===== config.mk =====
export PLATFORM = sky130hd
export DESIGN_NAME = forth_printer
export DESIGN_NICKNAME = d
export VERILOG_FILES = /design/src/rtl/forth_printer.sv
export SDC_FILE = /design/constraint.sdc
export NUM_CORES = 1
export LEC_CHECK = 0
export CAP_MARGIN = 25
export CORE_AREA = 5 5 158 160
export CTS_BUF_LIST = sky130_fd_sc_hd__clkbuf_8 sky130_fd_sc_hd__clkbuf_16
export CTS_CLUSTER_SIZE = 16
export DETAILED_ROUTE_END_ITERATION = 8
export DIE_AREA = 0 0 163 165
export HOLD_SLACK_MARGIN = 0.03
export PLACE_DENSITY = 0.42
export SLEW_MARGIN = 0
export SYNTH_ARGS = -nofsm -noshare
export SYNTH_HDL_FRONTEND = slang
export SYNTH_SLANG_ARGS = --single-unit

===== constraint.sdc =====
create_clock -name i_clk -period 8.1 [get_ports i_clk]
set_clock_uncertainty 0.2 [all_clocks]
set_input_delay 1.62 -clock i_clk [delete_from_list [all_inputs] [get_ports i_clk]]
set_output_delay 1.62 -clock i_clk [all_outputs]
set_load 0.05 [all_outputs]

===== src/rtl/forth_printer.sv =====
// -----------------------------------------------------------------------------
// forth_printer
// Output end of the CPU result path. Takes one result per request from the
// stack CPU and renders it as a stream of ASCII bytes for the UART transmitter:
//   value  -> signed decimal followed by a space, e.g. "-42 "
//   error  -> "?<code>\r\n"
// The value is converted by a bit-serial restoring divide by ten (DATA cycles
// per digit); digits come out least significant first and are stacked in a
// small LIFO, then popped most significant first.
//
// Ports
//   i_clk, i_rst   clock, asynchronous active-high reset
//   i_en           clock enable; 0 freezes every register
//   i_valid        request strobe, taken only while o_ready=1
//   i_value        request carries a value in i_data
//   i_data         value to print (two's complement when SIGNED=1)
//   i_err          CPU error code, 0 = OK; a nonzero code wins over i_value
//   o_ready        1 while idle
//   o_drop         one-cycle pulse after a request arrived while busy
//   o_tx_byte      ASCII byte, registered, stable while stalled
//   o_tx_valid     o_tx_byte valid, registered
//   i_tx_ready     transmitter takes the byte on an edge with o_tx_valid=1
// -----------------------------------------------------------------------------
module forth_printer #(
    parameter int DATA   = 32,
    parameter int DIGITS = 10,
    parameter int SIGNED = 1
) (
    input  logic            i_clk,
    input  logic            i_rst,
    input  logic            i_en,
    input  logic            i_valid,
    input  logic            i_value,
    input  logic [DATA-1:0] i_data,
    input  logic [2:0]      i_err,
    output logic            o_ready,
    output logic            o_drop,
    output logic [7:0]      o_tx_byte,
    output logic            o_tx_valid,
    input  logic            i_tx_ready
);

    localparam int CW = (DATA > 1) ? $clog2(DATA) : 1;
    localparam int DW = $clog2(DIGITS + 1);

    typedef enum logic [2:0] {
        S_IDLE,
        S_CONV,
        S_SIGN,
        S_DIG,
        S_SPC,
        S_ERR
    } state_t;

    state_t          state;
    state_t          state_nxt;

    logic [DATA-1:0] dvd;        // dividend; quotient bits shift in from the right
    logic [3:0]      rem;        // partial remainder, always < 10
    logic [CW-1:0]   cnt;        // quotient bit index within the current digit
    logic [DW-1:0]   depth;      // digits held in the LIFO
    logic            neg;
    logic [2:0]      err_code;
    logic [1:0]      err_idx;    // position within "?<code>\r\n"
    logic [3:0]      dig_buf [DIGITS];

    logic [4:0]      trial;
    logic            qbit;
    logic [3:0]      rem_step;
    logic [DATA-1:0] quo_nxt;
    logic            last_bit;
    logic            hs;
    logic            dig_pop;
    logic [DW-1:0]   pop_idx;
    logic [1:0]      err_idx_nxt;
    logic            neg_in;
    logic [DATA-1:0] mag_in;
    logic [7:0]      tx_byte_nxt;
    logic            tx_valid_nxt;

    function automatic logic is_byte_state(input state_t s);
        return s inside {S_SIGN, S_DIG, S_SPC, S_ERR};
    endfunction

    // One restoring-divide step: bring in the next dividend bit, subtract ten
    // when it fits. The remainder stays below 20, so 4-bit wraparound
    // subtraction yields the exact result.
    assign trial    = {rem, dvd[DATA-1]};
    assign qbit     = (trial >= 5'd10);
    assign rem_step = qbit ? (trial[3:0] - 4'd10) : trial[3:0];
    assign quo_nxt  = {dvd[DATA-2:0], qbit};
    assign last_bit = (cnt == CW'(DATA - 1));

    assign hs          = o_tx_valid & i_tx_ready;
    assign dig_pop     = (state == S_DIG) & hs;
    // Byte to show next: the top digit, or the one beneath it when the top is
    // being handed over on this edge.
    assign pop_idx     = depth - DW'(1) - DW'(dig_pop);
    assign err_idx_nxt = ((state == S_ERR) && hs) ? err_idx + 2'd1 : err_idx;

    // Magnitude in DATA bits unsigned, so the most negative value still fits.
    assign neg_in = (SIGNED != 0) && i_data[DATA-1];
    assign mag_in = neg_in ? (~i_data + DATA'(1)) : i_data;

    assign o_ready = (state == S_IDLE);

    // State register
    // NOTE: sequential state uses non-blocking assignments so every register
    // samples pre-edge values, independent of block ordering.
    always_ff @(posedge i_clk or posedge i_rst) begin
        if (i_rst) begin
            state <= S_IDLE;
        end else if (i_en) begin
            state <= state_nxt;
        end
    end

    // Next-state logic
    // NOTE: default assignment first so no path leaves state_nxt unassigned
    // and no latch is inferred.
    always_comb begin
        state_nxt = state;
        if (i_en) begin
            case (state)
                S_IDLE: begin
                    if (i_valid) begin
                        if (i_err != 3'd0) begin
                            state_nxt = S_ERR;
                        end else if (i_value) begin
                            state_nxt = S_CONV;
                        end
                    end
                end
                S_CONV: begin
                    if (last_bit && (quo_nxt == '0)) begin
                        state_nxt = neg ? S_SIGN : S_DIG;
                    end
                end
                S_SIGN:  if (hs) state_nxt = S_DIG;
                S_DIG:   if (hs && (depth == DW'(1))) state_nxt = S_SPC;
                S_SPC:   if (hs) state_nxt = S_IDLE;
                S_ERR:   if (hs && (err_idx == 2'd3)) state_nxt = S_IDLE;
                default: state_nxt = S_IDLE;
            endcase
        end
    end

    // Output logic. The first cycle in a byte state is silent while the byte
    // register loads; after that, bytes follow each other with no gap.
    always_comb begin
        tx_valid_nxt = 1'b0;
        tx_byte_nxt  = 8'h00;
        if (is_byte_state(state) && is_byte_state(state_nxt)) begin
            tx_valid_nxt = 1'b1;
            case (state_nxt)
                S_SIGN: tx_byte_nxt = 8'h2D;
                S_DIG:  tx_byte_nxt = 8'h30 + {4'h0, dig_buf[pop_idx]};
                S_SPC:  tx_byte_nxt = 8'h20;
                S_ERR: begin
                    case (err_idx_nxt)
                        2'd0:    tx_byte_nxt = 8'h3F;
                        2'd1:    tx_byte_nxt = 8'h30 + {5'h00, err_code};
                        2'd2:    tx_byte_nxt = 8'h0D;
                        default: tx_byte_nxt = 8'h0A;
                    endcase
                end
                default: tx_byte_nxt = 8'h00;
            endcase
        end
    end

    always_ff @(posedge i_clk or posedge i_rst) begin
        if (i_rst) begin
            o_tx_valid <= 1'b0;
            o_tx_byte  <= 8'h00;
            o_drop     <= 1'b0;
        end else if (i_en) begin
            o_tx_valid <= tx_valid_nxt;
            o_tx_byte  <= tx_byte_nxt;
            o_drop     <= i_valid & (state != S_IDLE);
        end
    end

    // Datapath. Accepting any request loads every field; only the ones the
    // chosen path reads matter.
    always_ff @(posedge i_clk or posedge i_rst) begin
        if (i_rst) begin
            dvd      <= '0;
            rem      <= '0;
            cnt      <= '0;
            depth    <= '0;
            neg      <= 1'b0;
            err_code <= '0;
            err_idx  <= '0;
        end else if (i_en) begin
            case (state)
                S_IDLE: begin
                    if (i_valid) begin
                        dvd      <= mag_in;
                        neg      <= neg_in;
                        rem      <= '0;
                        cnt      <= '0;
                        depth    <= '0;
                        err_code <= i_err;
                        err_idx  <= '0;
                    end
                end
                S_CONV: begin
                    dvd <= quo_nxt;
                    if (last_bit) begin
                        depth <= depth + DW'(1);
                        rem   <= '0;
                        cnt   <= '0;
                    end else begin
                        rem <= rem_step;
                        cnt <= cnt + CW'(1);
                    end
                end
                S_DIG:   if (hs) depth <= depth - DW'(1);
                S_ERR:   err_idx <= err_idx_nxt;
                default: ;
            endcase
        end
    end

    // Digit LIFO storage.
    // NOTE: the array itself is not reset; depth (reset to 0) marks which
    // entries are meaningful, so stale contents are never read.
    always_ff @(posedge i_clk) begin
        if (i_en && (state == S_CONV) && last_bit) begin
            dig_buf[depth] <= rem_step;
        end
    end

endmodule


======== Word-level counts from Yosys, hierarchy flattened ========
Memory sizes are Yosys's and may differ from the RTL's.
Index checks and enable logic that the tools add are counted.
storage, ports and cells
  word-level logic and storage cells ...... 97
  bits in registers ....................... 64
  memory bits (writable) .................. 40
  output and inout port bits .............. 11
  memories ................................ 1
memory list
  name     depth  width  rd ports  clocked after memory_dff  wr ports  RTL line  source
  dig_buf  10     4      1         0                         1         65        logic [3:0] dig_buf [DIGITS];
operators by class
  reductions and logical operators ........ 21
  order comparisons ....................... 1
  muxes and demuxes ....................... 33
  bitwise operators ....................... 4
  equal/unequal tests ..................... 17
  add/sub/neg operators ................... 9
operators by type and width
  kind                   number
  $mux 32                2
  $pmux 32 s2            1
  $add 32x1->32 const B  1
  $logic_not 32->1       1
  $not 32->32            1
  $pmux 7 s4             1
  $mux 3                 9
  $pmux 7 s3             1
  $mux 4                 5
  $pmux 3 s6             1
  $eq 3x2->1 const B     4
  $eq 3x3->1 const B     4
  $pmux 4 s3             1
  $mux 5                 2
  $pmux 5 s2             1
  $reduce_and 3->1       3
  $reduce_bool 3->1      3
  $pmux 4 s2             1
  $reduce_bool 4->1      2
  $add 6x3->7 const A    1
  $add 6x4->7 const A    1
  $logic_and 1x1->1      7
  $mux 7                 1
  $ne 2x2->1 const B     3
  20 further kinds       28

======== Depth between registers and ports, before layout ========
Gate-level depths: netlist of run 1.
  depth after elaboration ................. 10
  mapped depth ............................ 11
  depth with buffers taken out ............ 10

======== Worst setup path after synthesis of run 1 ========
Ideal clock, no wire load.
  path type ............................... in2reg
  from .................................... input port i_tx_ready
  to ...................................... register o_tx_byte[3]
  stages .................................. 9
  arrival time ............................ 3.432 ns
  required time ........................... 7.765 ns
  path slack .............................. 4.333 ns
  path through ............................ nand2_1 nor3_1 ha_1 buf_2 mux4_2 mux2i_1 o21ai_0 a21boi_0 o211ai_1
between the ends
  longest elaborated chain between the ends .. 9
  elaborated cells between the ends (all ways) .. 27
ends and longest elaborated chain
  what                                                 RTL line  source
  start, declared                                      40        input logic i_tx_ready
  $and 1x1->1 *                                        94        assign hs = o_tx_valid & i_tx_ready;
  branches (longest 7 deep; another with $add 6x4->7)  -
  $mux 7 *                                             153       if (is_byte_state(state) && is_byte_state(state_nxt)) begin
  end signal, assigned                                 179       o_tx_byte <= tx_byte_nxt;
  end, declared                                        38        output logic [7:0] o_tx_byte,
Mark *: on every way between the ends.
A chain may end at the register's enable or synchronous reset.

======== Worst setup path in the final report of run 1 ========
  from .................................... input port i_tx_ready
  to ...................................... register o_tx_byte[2]
Same word-level chain as after synthesis.

==> out/summary.md, run 1 <==
* **result of the run** finished clean
* **I/O pin count** 52
* **crit path capture type** flip-flop
* **min-delay worst type** reg -> reg
* **share of synthesized area occupied by flip-flops and latches** 0.477
* **nets@finish** 651
* **FFs w/ async S/R, synth** 0.608
* **clock transition at the registers of the reported paths** 0.08 ns
* **Setup crit start** i_tx_ready
* **RSZ-0062 raised after global routing** no
* **Area Growth Syn to Fin** 18.9%
* **global-route wire length before repair** 24300 microns
* **reg-to-reg endpoint** o_tx_byte[2]
* **worst-case headroom to the max-slew limit** 0.382
* **total congestion overflow after global routing** 0
* **Starting DRT DRC Count** 264
* **total setup buffers inserted after CTS** 0
* **final cycle utilization of the critical path** 0.547
* **Starting Density** 0.248
* **Post-Route WL** 14800 microns
* **synthesized netlist cell count** 565
* **all-layer global routing usage** 0.113
* **count leader, synth** sky130_fd_sc_hd__o21ai_0
* **library cell with the largest summed area after synthesis** sky130_fd_sc_hd__dfrtp_1
* **CP Class** in -> reg
* **full die area** 26900 sq um
* **Post-DP HPWL** 10900 microns
* **number of vias in the routed layout** 4365
* **H-tree levels** 3
* **die span in y** 165 microns
* **number of enable flip-flop cells after synthesis** 40
* **number of vias per cell** 4.73
* **setup TNS** 0 ns
* **TritonCTS Sinks** 102
* **initial antenna violation count** 0
* **clock root buffer** sky130_fd_sc_hd__clkbuf_16
* **required arrival time at the worst endpoint** 8.13 ns
* **Max Root-Sink Buffers** 2
* **standard cell core area** 23300 sq um
* **netlist area before placement** 5770 sq um
* **Remaining DRCs** 0
* **Synth Area per Inst** 10.2 sq um
* **share of cells above drive strength 1** 0.0911
* **First-pass DRT Iterations** 4
* **number of antenna diodes** 0
* **Detail Route Antenna Nets** 0
* **Max Clock Freq** 226 MHz
* **Synth top cells by count** sky130_fd_sc_hd__o21ai_0, sky130_fd_sc_hd__dfrtp_1, sky130_fd_sc_hd__nand2_1
* **most used flip-flop cell after synthesis** sky130_fd_sc_hd__dfrtp_1
* **final hold violation count** 0
* **clock network latency to the later pin of the worst-skew pair** 0.35 ns
* **final critical delay including setup and external delays** 4.43 ns
* **critical path arrival** 4.46 ns
* **Final setup violation count** 0
* **clock tree from TritonCTS** done
* **area fraction of the dominant cell type after synthesis** 0.269
* **critical-path maximum fanout** 12
* **MaxCap Viol Count** 0
* **Synth warnings** 0
* **startpoint of the most critical hold path** neg
* **die extent in x** 163 microns
* **slack of the critical path** 3.67 ns
* **row cnt** 56
* **number of slew-limit violations in the final report** 0
* **worst reg2reg startpoint** state[1]
* **vias in the first global route** 4430
* **pwr/cell area** 341 nW/um^2
* **highest ir drop seen on vdd** 0.130 mV
* **end point of the critical path** o_tx_byte[2]
* **cell types occupying the most area after synthesis** sky130_fd_sc_hd__dfrtp_1, sky130_fd_sc_hd__edfxtp_1, sky130_fd_sc_hd__o21ai_0
* **number of gates given a new drive strength after cts** 0
* **Port-buffer cells** 49
* **count of state elements after synthesis** 102
* **leakage power** 0.00258 uW
* **count of cell types in the netlist** 63
* **routability cong.** 0.753
* **worst setup slack after placement** 3.12 ns
* **slew at the pin with the worst max-slew slack** 0.920 ns
* **worst-case reg-to-reg path depth** 8
* **critical path startpoint category** input port
* **clock buffer count from CTS** 9
* **drt wl/cell** 16.1 microns
* **CTS Hold Bufs** 0
* **largest net degree at the start of global routing** 63
* **setup slack of the most critical reg-to-reg path** 4.71 ns
[cells by family (layout without fill, tap and decap cells)]
family,count (synthesis),count (layout),synth area share
compound gates,151,151,0.168
mux,34,34,0.0798
fa+ha+maj,11,11,0.0239
other cells,1,2,0.000650
buf+inv,52,90,0.0390
flops,102,102,0.477
simple gates,182,182,0.163
xor+xnor,32,32,0.0486
[worst min path at each step]
stage	to	slack, ns	cells after the start
detailed placement	neg	0.28	2
global route	cnt[4]	0.32	1
global placement	neg	0.27	2
floorplan	neg	0.25	2
finish	neg	0.29	2
CTS	neg	0.29	2
[where the power goes]
group | internal (uW) | total [uW] | switching, uW
Clock | 213 | 420 | 207
Combinational | 425 | 1030 | 606
Sequential | 731 | 890 | 159
Total | 1370 | 2340 | 972
[cell usage in the layout (no fill, tap or decap), types with 9 or more instances in the layout]
master | Yosys | layout
sky130_fd_sc_hd__o31ai_1 | 11 | 11
sky130_fd_sc_hd__mux4_2 | 9 | 9
sky130_fd_sc_hd__nand2_1 | 47 | 47
sky130_fd_sc_hd__and3_1 | 13 | 13
sky130_fd_sc_hd__o21ai_0 | 63 | 62
sky130_fd_sc_hd__mux2i_1 | 19 | 19
sky130_fd_sc_hd__clkbuf_16 | 0 | 9
sky130_fd_sc_hd__nor2_1 | 37 | 36
sky130_fd_sc_hd__edfxtp_1 | 40 | 40
sky130_fd_sc_hd__inv_1 | 19 | 18
sky130_fd_sc_hd__nand3_1 | 9 | 9
sky130_fd_sc_hd__nor4_1 | 16 | 16
sky130_fd_sc_hd__dfrtp_1 | 62 | 62
sky130_fd_sc_hd__xor2_1 | 13 | 13
sky130_fd_sc_hd__ha_1 | 11 | 11
sky130_fd_sc_hd__clkdlybuf4s50_1 | 0 | 49
sky130_fd_sc_hd__nor3_1 | 14 | 14
sky130_fd_sc_hd__xnor2_1 | 19 | 19
sky130_fd_sc_hd__a21oi_1 | 26 | 26
[cell type report]
cell class                 instances  area (sq um)
fill                            2460         16400
multi-input combinational        412          2800
sequential                       102          2750
timing repair buffer              55           556
tap                              319           399
clock buffer                       9           225
inverter                          19          71.3
clock inverter                     7          56.3
[worst max-delay path, stage by stage]
cell and delay (ns):
sky130_fd_sc_hd__clkdlybuf4s50_1 0.44, sky130_fd_sc_hd__nand2_1 0.25, sky130_fd_sc_hd__nor3_1 0.09, sky130_fd_sc_hd__ha_1 0.79, sky130_fd_sc_hd__mux4_2 0.59, sky130_fd_sc_hd__mux2i_1 0.26
sky130_fd_sc_hd__o21ai_0 0.14, sky130_fd_sc_hd__a21boi_0 0.18, sky130_fd_sc_hd__o21ai_0 0.09
[routing by layer]
metal	GRT usage	vias to the layer above	wire length (microns)
met5	0	-	0
met4	0.0309	0	176
met3	0.0202	12	484
met2	0.178	82	6730
met1	0.161	2105	7430
li1	-	2166	-
[metrics by stage]
step / total power [uW] / hold slack, ns / cells / instance area, sq um / utilization
after detailed placement: 1930 / 0.277 / 904 / 6540 / 0.281
after global routing: 2530 / 0.315 / 923 / 6860 / 0.295
after global placement: 1910 / 0.268 / 904 / 6540 / 0.281
final: 2340 / 0.289 / 923 / 6860 / 0.295
after floorplan: 1610 / 0.250 / 566 / 5770 / -
after CTS: 2360 / 0.293 / 920 / 6820 / 0.293
[state kept, by name, indices dropped and copies added, names as in the netlist]
register and cells:
state 3, err_idx 2, depth 4, err_code 3, rem 4, cnt 5, o_drop 1, neg 1
o_tx_byte 6, dig_buf 40, o_tx_valid 1, dvd 32
No activity file was read; power rests on OpenSTA's default activity.
==> inputs of run 2 (changes only) <==
Clock period 8.1 ns to 4.5 ns, I/O delays scaled along.
==> out/summary.md, run 2 (synthesized netlist as in run 1, its figures left out) <==
* **result of the run** finished clean
* **number of gates given a new drive strength after cts** 0
* **First-pass DRT Iterations** 4
* **clock buffer count from CTS** 9
* **MaxCap Viol Count** 0
* **H-tree levels** 3
* **critical path startpoint category** input port
* **RSZ-0062 raised after global routing** no
* **die span in y** 165 microns
* **worst reg2reg startpoint** state[1]
* **routability cong.** 0.777
* **worst setup slack after placement** 0.625 ns
* **Setup crit start** i_tx_ready
* **Final setup violation count** 0
* **drt wl/cell** 16.6 microns
* **clock network latency to the later pin of the worst-skew pair** 0.35 ns
* **Port-buffer cells** 49
* **leakage power** 0.00260 uW
* **Post-DP HPWL** 11700 microns
* **number of vias in the routed layout** 4433
* **highest ir drop seen on vdd** 0.236 mV
* **crit path capture type** flip-flop
* **clock transition at the registers of the reported paths** 0.07 ns
* **critical path arrival** 3.45 ns
* **path length in cells of the critical path** 9
* **flip-flop count of the largest register after layout** 40
* **cell count of the worst hold path** 1
* **largest registers ranked by flip-flop count** dig_buf x40, dvd x32, o_tx_byte x6
* **all-layer global routing usage** 0.119
* **worst-case headroom to the max-slew limit** 0.343
* **cell seen most often among critical-path stages** sky130_fd_sc_hd__o21ai_0
* **Max Clock Freq** 292 MHz
* **vias in the first global route** 4534
* **TritonCTS Sinks** 102
* **worst hold slack** 0.293 ns
* **Remaining DRCs** 0
* **CTS Hold Bufs** 0
* **worst-case reg-to-reg path depth** 8
* **placed cell area** 6590 sq um
* **number of slew-limit violations in the final report** 0
* **total congestion overflow after global routing** 0
* **Area Growth Syn to Fin** 19.3%
* **Detail Route Antenna Nets** 0
* **required arrival time at the worst endpoint** 4.53 ns
* **largest net degree at the start of global routing** 50
* **I/O pin count** 52
* **reg-to-reg endpoint** o_tx_byte[2]
* **Fillers** 2453
* **clock root buffer** sky130_fd_sc_hd__clkbuf_16
* **Biggest register** dig_buf
* **area of all placed cells without fillers** 6890 sq um
* **Max Root-Sink Buffers** 2
* **Post-Route WL** 15400 microns
* **final cycle utilization of the critical path** 0.761
* **setup TNS** 0 ns
* **number of vias per cell** 4.78
* **maximum single-stage delay on the critical path** 0.56 ns
* **Starting DRT DRC Count** 285
* **final critical delay including setup and external delays** 3.42 ns
* **critical-path maximum fanout** 9
* **min-delay worst type** reg -> reg
* **share of cells above drive strength 1** 0.0969
* **Starting Density** 0.248
* **total setup buffers inserted after CTS** 0
* **standard cell core area** 23300 sq um
* **nets@finish** 656
* **pwr/cell area** 613 nW/um^2
* **leading cell types in the layout, fill and taps excluded** sky130_fd_sc_hd__o21ai_0, sky130_fd_sc_hd__dfrtp_1, sky130_fd_sc_hd__clkdlybuf4s50_1
* **slack of the critical path** 1.08 ns
* **initial antenna violation count** 0
* **CP Class** in -> reg
* **slew at the pin with the worst max-slew slack** 0.978 ns
* **number of buffers and inverters on the critical path** 1
* **final hold violation count** 0
* **row cnt** 56
* **cell chain of the critical path** clkdlybuf4s50_1 > nand2_1 > nor3_1 > ha_1 > mux4_2 > mux2i_1 > o21ai_0 > a21boi_0 > o21ai_0
* **end point of the critical path** o_tx_byte[2]
* **full die area** 26900 sq um
* **global-route wire length before repair** 25300 microns
* **die extent in x** 163 microns
* **number of antenna diodes** 0
* **library cell contributing the largest single delay on the critical path** sky130_fd_sc_hd__mux4_2
* **CP delay by family, top** multiplexers
* **setup slack of the most critical reg-to-reg path** 1.32 ns
* **clock tree from TritonCTS** done
==> run 2: changes by cell type in the layout (fill, tap and decap cells not counted), sizes merged <==
cell	delta
clkinv	+1
inv	+1
buf	+5
clkinvlp	-2
==> run 2: stage by stage <==
step,util,cells,total power [uW]
floorplan,-,566,2900
global placement,0.283,911,3440
detailed placement,0.283,911,3490
CTS,0.296,927,4270
global route,0.296,928,4560
finish,0.296,928,4220
==> run 2: how the worst min path moves through the flow <==
stage	from	to	slack (ns)
2_1_floorplan	neg	neg	0.25
3_3_place_gp	neg	neg	0.27
3_5_place_dp	o_drop	o_drop	0.29
4_1_cts	o_drop	o_drop	0.30
5_1_grt	neg	neg	0.32
6_report	o_drop	o_drop	0.29
==> run 2: area by class of cell <==
type | count | area, sq um | share of cell area
clock inverters | 7 | 61.3 | 0.00890
multi-input cells | 412 | 2800 | 0.407
inverters | 19 | 71.3 | 0.0104
well taps | 319 | 399 | 0.0580
clock buffers | 9 | 225 | 0.0327
flip-flops and latches | 102 | 2750 | 0.400
repair buffers | 60 | 573 | 0.0832
==> run 2: worst reg2reg max path, cell delays in order (launching register included) <==
cell	delay [ns]
sky130_fd_sc_hd__dfrtp_1	0.69
sky130_fd_sc_hd__inv_1	0.25
sky130_fd_sc_hd__nor3_1	0.31
sky130_fd_sc_hd__ha_1	0.48
sky130_fd_sc_hd__mux4_2	0.57
sky130_fd_sc_hd__mux2i_1	0.17
sky130_fd_sc_hd__o21ai_0	0.10
sky130_fd_sc_hd__a21boi_0	0.20
sky130_fd_sc_hd__o21ai_0	0.10
==> run 2: per-layer routing <==
layer  up-vias  share of wire  wire [microns]  track usage
met5         -              0               0            0
met4         0         0.0085             131       0.0294
met3         9          0.039             596       0.0272
met2        83           0.48            7470        0.196
met1      2160           0.47            7240        0.160
li1       2181              -               -            -
==> run 2: power by group <==
part | total (uW) | switching [uW] | internal, uW
clock | 758 | 369 | 388
sequential | 1610 | 295 | 1320
combinational | 1850 | 1090 | 761
total | 4220 | 1760 | 2470
==> inputs of run 3 (changes only) <==
Settings changed: PLACE_DENSITY 0.42 to 0.43.
Clock period 4.5 ns to 2.9 ns, I/O delays scaled along.
==> out/summary.md, run 3 (synthesized netlist as in run 1, its figures left out) <==
* **Final setup violation count** 0
* **final critical delay including setup and external delays** 2.80 ns
* **Biggest register** dig_buf
* **initial antenna violation count** 0
* **relative contribution of sequential cells to total power** 0.341
* **clock network latency to the later pin of the worst-skew pair** 0.35 ns
* **maximum single-stage delay on the critical path** 0.51 ns
* **CP Class** in -> reg
* **number of vias per cell** 4.71
* **worst reg2reg startpoint** cnt[0]
* **Remaining DRCs** 0
* **Psw** 2800 uW
* **clock share of power** 0.179
* **leakage power** 0.00295 uW
* **number of antenna diodes** 0
* **standard cell core area** 23300 sq um
* **die extent in x** 163 microns
* **pwr/cell area** 944 nW/um^2
* **critical path startpoint category** input port
* **global-route wire length before repair** 25800 microns
* **area of all placed cells without fillers** 7450 sq um
* **P_int** 4230 uW
* **leading cell types in the layout, fill and taps excluded** sky130_fd_sc_hd__buf_4, sky130_fd_sc_hd__dfrtp_1, sky130_fd_sc_hd__o21ai_0
* **vias in the first global route** 4793
* **critical path arrival** 2.85 ns
* **crit path capture type** flip-flop
* **routability cong.** 0.777
* **Starting Density** 0.248
* **clock tree from TritonCTS** done
* **critical-path maximum fanout** 7
* **clock buffer count from CTS** 9
* **RSZ-0062 raised after global routing** yes
* **Area Growth Syn to Fin** 29.2%
* **final cycle utilization of the critical path** 0.966
* **CP delay by family, top** buffers and inverters
* **nets@finish** 717
* **worst-case headroom to the max-slew limit** 0.662
* **Detail Route Antenna Nets** 0
* **largest net degree at the start of global routing** 50
* **share of cells above drive strength 1** 0.194
* **min-delay worst type** reg -> reg
* **Final Non-Filler Cells** 989
* **clock root buffer** sky130_fd_sc_hd__clkbuf_16
* **row cnt** 56
* **number of slew-limit violations in the final report** 0
* **cell count of the worst hold path** 2
* **final hold violation count** 0
* **drt wl/cell** 15.8 microns
* **placed cell area** 7080 sq um
* **cell seen most often among critical-path stages** sky130_fd_sc_hd__buf_4
* **switching share of power** 0.399
* **slew at the pin with the worst max-slew slack** 0.505 ns
* **clock transition at the registers of the reported paths** 0.08 ns
* **Port-buffer cells** 49
* **required arrival time at the worst endpoint** 2.95 ns
* **full die area** 26900 sq um
* **all-layer global routing usage** 0.120
* **Max Clock Freq** 357 MHz
* **number of vias in the routed layout** 4662
* **total congestion overflow after global routing** 0
* **worst setup slack after placement** -0.523 ns
* **dpl cells** 972
* **Starting DRT DRC Count** 204
* **cell chain of the critical path** clkdlybuf4s50_1 > nand2_1 > buf_4 > nor4_2 > o22ai_1 > a41oi_1 > buf_4 > mux2_2 > a32o_1
* **overall power consumption** 7030 uW
* **most common library cell in the layout ignoring fill and taps** sky130_fd_sc_hd__buf_4
* **reg-to-reg endpoint** o_tx_byte[4]
* **Max Root-Sink Buffers** 2
* **Setup crit start** i_tx_ready
* **Post-Route WL** 15600 microns
* **First-pass DRT Iterations** 4
* **setup slack of the most critical reg-to-reg path** 0.15 ns
* **highest ir drop seen on vdd** 0.342 mV
* **library cell contributing the largest single delay on the critical path** sky130_fd_sc_hd__clkdlybuf4s50_1
* **part of the power in combinational logic** 0.480
* **end point of the critical path** o_tx_byte[4]
* **path length in cells of the critical path** 9
* **flip-flop count of the largest register after layout** 40
* **worst hold slack** 0.292 ns
* **TritonCTS Sinks** 102
* **Post-DP HPWL** 11900 microns
* **die span in y** 165 microns
* **MaxCap Viol Count** 0
* **I/O pin count** 52
* **Fillers** 2427
* **number of buffers and inverters on the critical path** 3
* **result of the run** finished clean
* **largest registers ranked by flip-flop count** dig_buf x40, dvd x32, o_tx_byte x6
* **H-tree levels** 3
* **slack of the critical path** 0.0973 ns
* **worst-case reg-to-reg path depth** 10
## run 3: cell type report
cell class | instances | area (sq um) | share of cell area
flip-flops and latches | 102 | 2750 | 0.369
multi-input cells | 412 | 2870 | 0.385
inverters | 19 | 71.3 | 0.00957
well taps | 319 | 399 | 0.0535
repair buffers | 121 | 1060 | 0.142
clock buffers | 9 | 225 | 0.0302
clock inverters | 7 | 80.1 | 0.0107
## run 3: metal layers
layer | vias to the layer above | track usage | part of all wire
met2 | 97 | 0.203 | 0.48
met5 | - | 0 | 0
met4 | 0 | 0.0297 | 0.013
li1 | 2299 | - | -
met3 | 14 | 0.0245 | 0.039
met1 | 2252 | 0.160 | 0.47
## run 3: power by group through the flow
stage | logic [uW] | clock network [uW] | registers, uW
final | 3370 | 1260 | 2400
after global routing | 3730 | 1350 | 2470
after CTS | 3370 | 1300 | 2400
after detailed placement | 3320 | 0 | 2420
after global placement | 3260 | 0 | 2420
after floorplan | 2040 | 0 | 2470
## run 3: worst min-delay path by stage
stage             end  startpoint  slack, ns
4_1_cts           neg         neg       0.29
6_report          neg         neg       0.29
3_5_place_dp      neg         neg       0.28
2_1_floorplan     neg         neg       0.25
5_1_grt        o_drop      o_drop       0.31
3_3_place_gp      neg         neg       0.27
## run 3: worst register-to-register path, cell delays in order (launching register included)
cell,delay (ns)
sky130_fd_sc_hd__dfrtp_1,0.40
sky130_fd_sc_hd__ha_1,0.23
sky130_fd_sc_hd__and3_1,0.20
sky130_fd_sc_hd__ha_1,0.19
sky130_fd_sc_hd__nor4b_2,0.16
sky130_fd_sc_hd__nand4_1,0.13
sky130_fd_sc_hd__nor2_1,0.07
sky130_fd_sc_hd__a41oi_1,0.30
sky130_fd_sc_hd__buf_4,0.18
sky130_fd_sc_hd__mux2_2,0.34
sky130_fd_sc_hd__a32o_1,0.25
## run 3: per-stage QoR
| step | util | setup TNS [ns] |
|---|---|---|
| floorplan | - | 0 |
| global placement | 0.304 | -2.96 |
| detailed placement | 0.304 | -3.93 |
| CTS | 0.319 | 0 |
| global route | 0.320 | -0.0168 |
| finish | 0.320 | 0 |
## run 3: timing repair
action,in CTS,in global routing
pin swaps,0,2
resized for setup,5,8
hold buffers,0,0
setup buffers,0,1
setup endpoints to repair,4,6
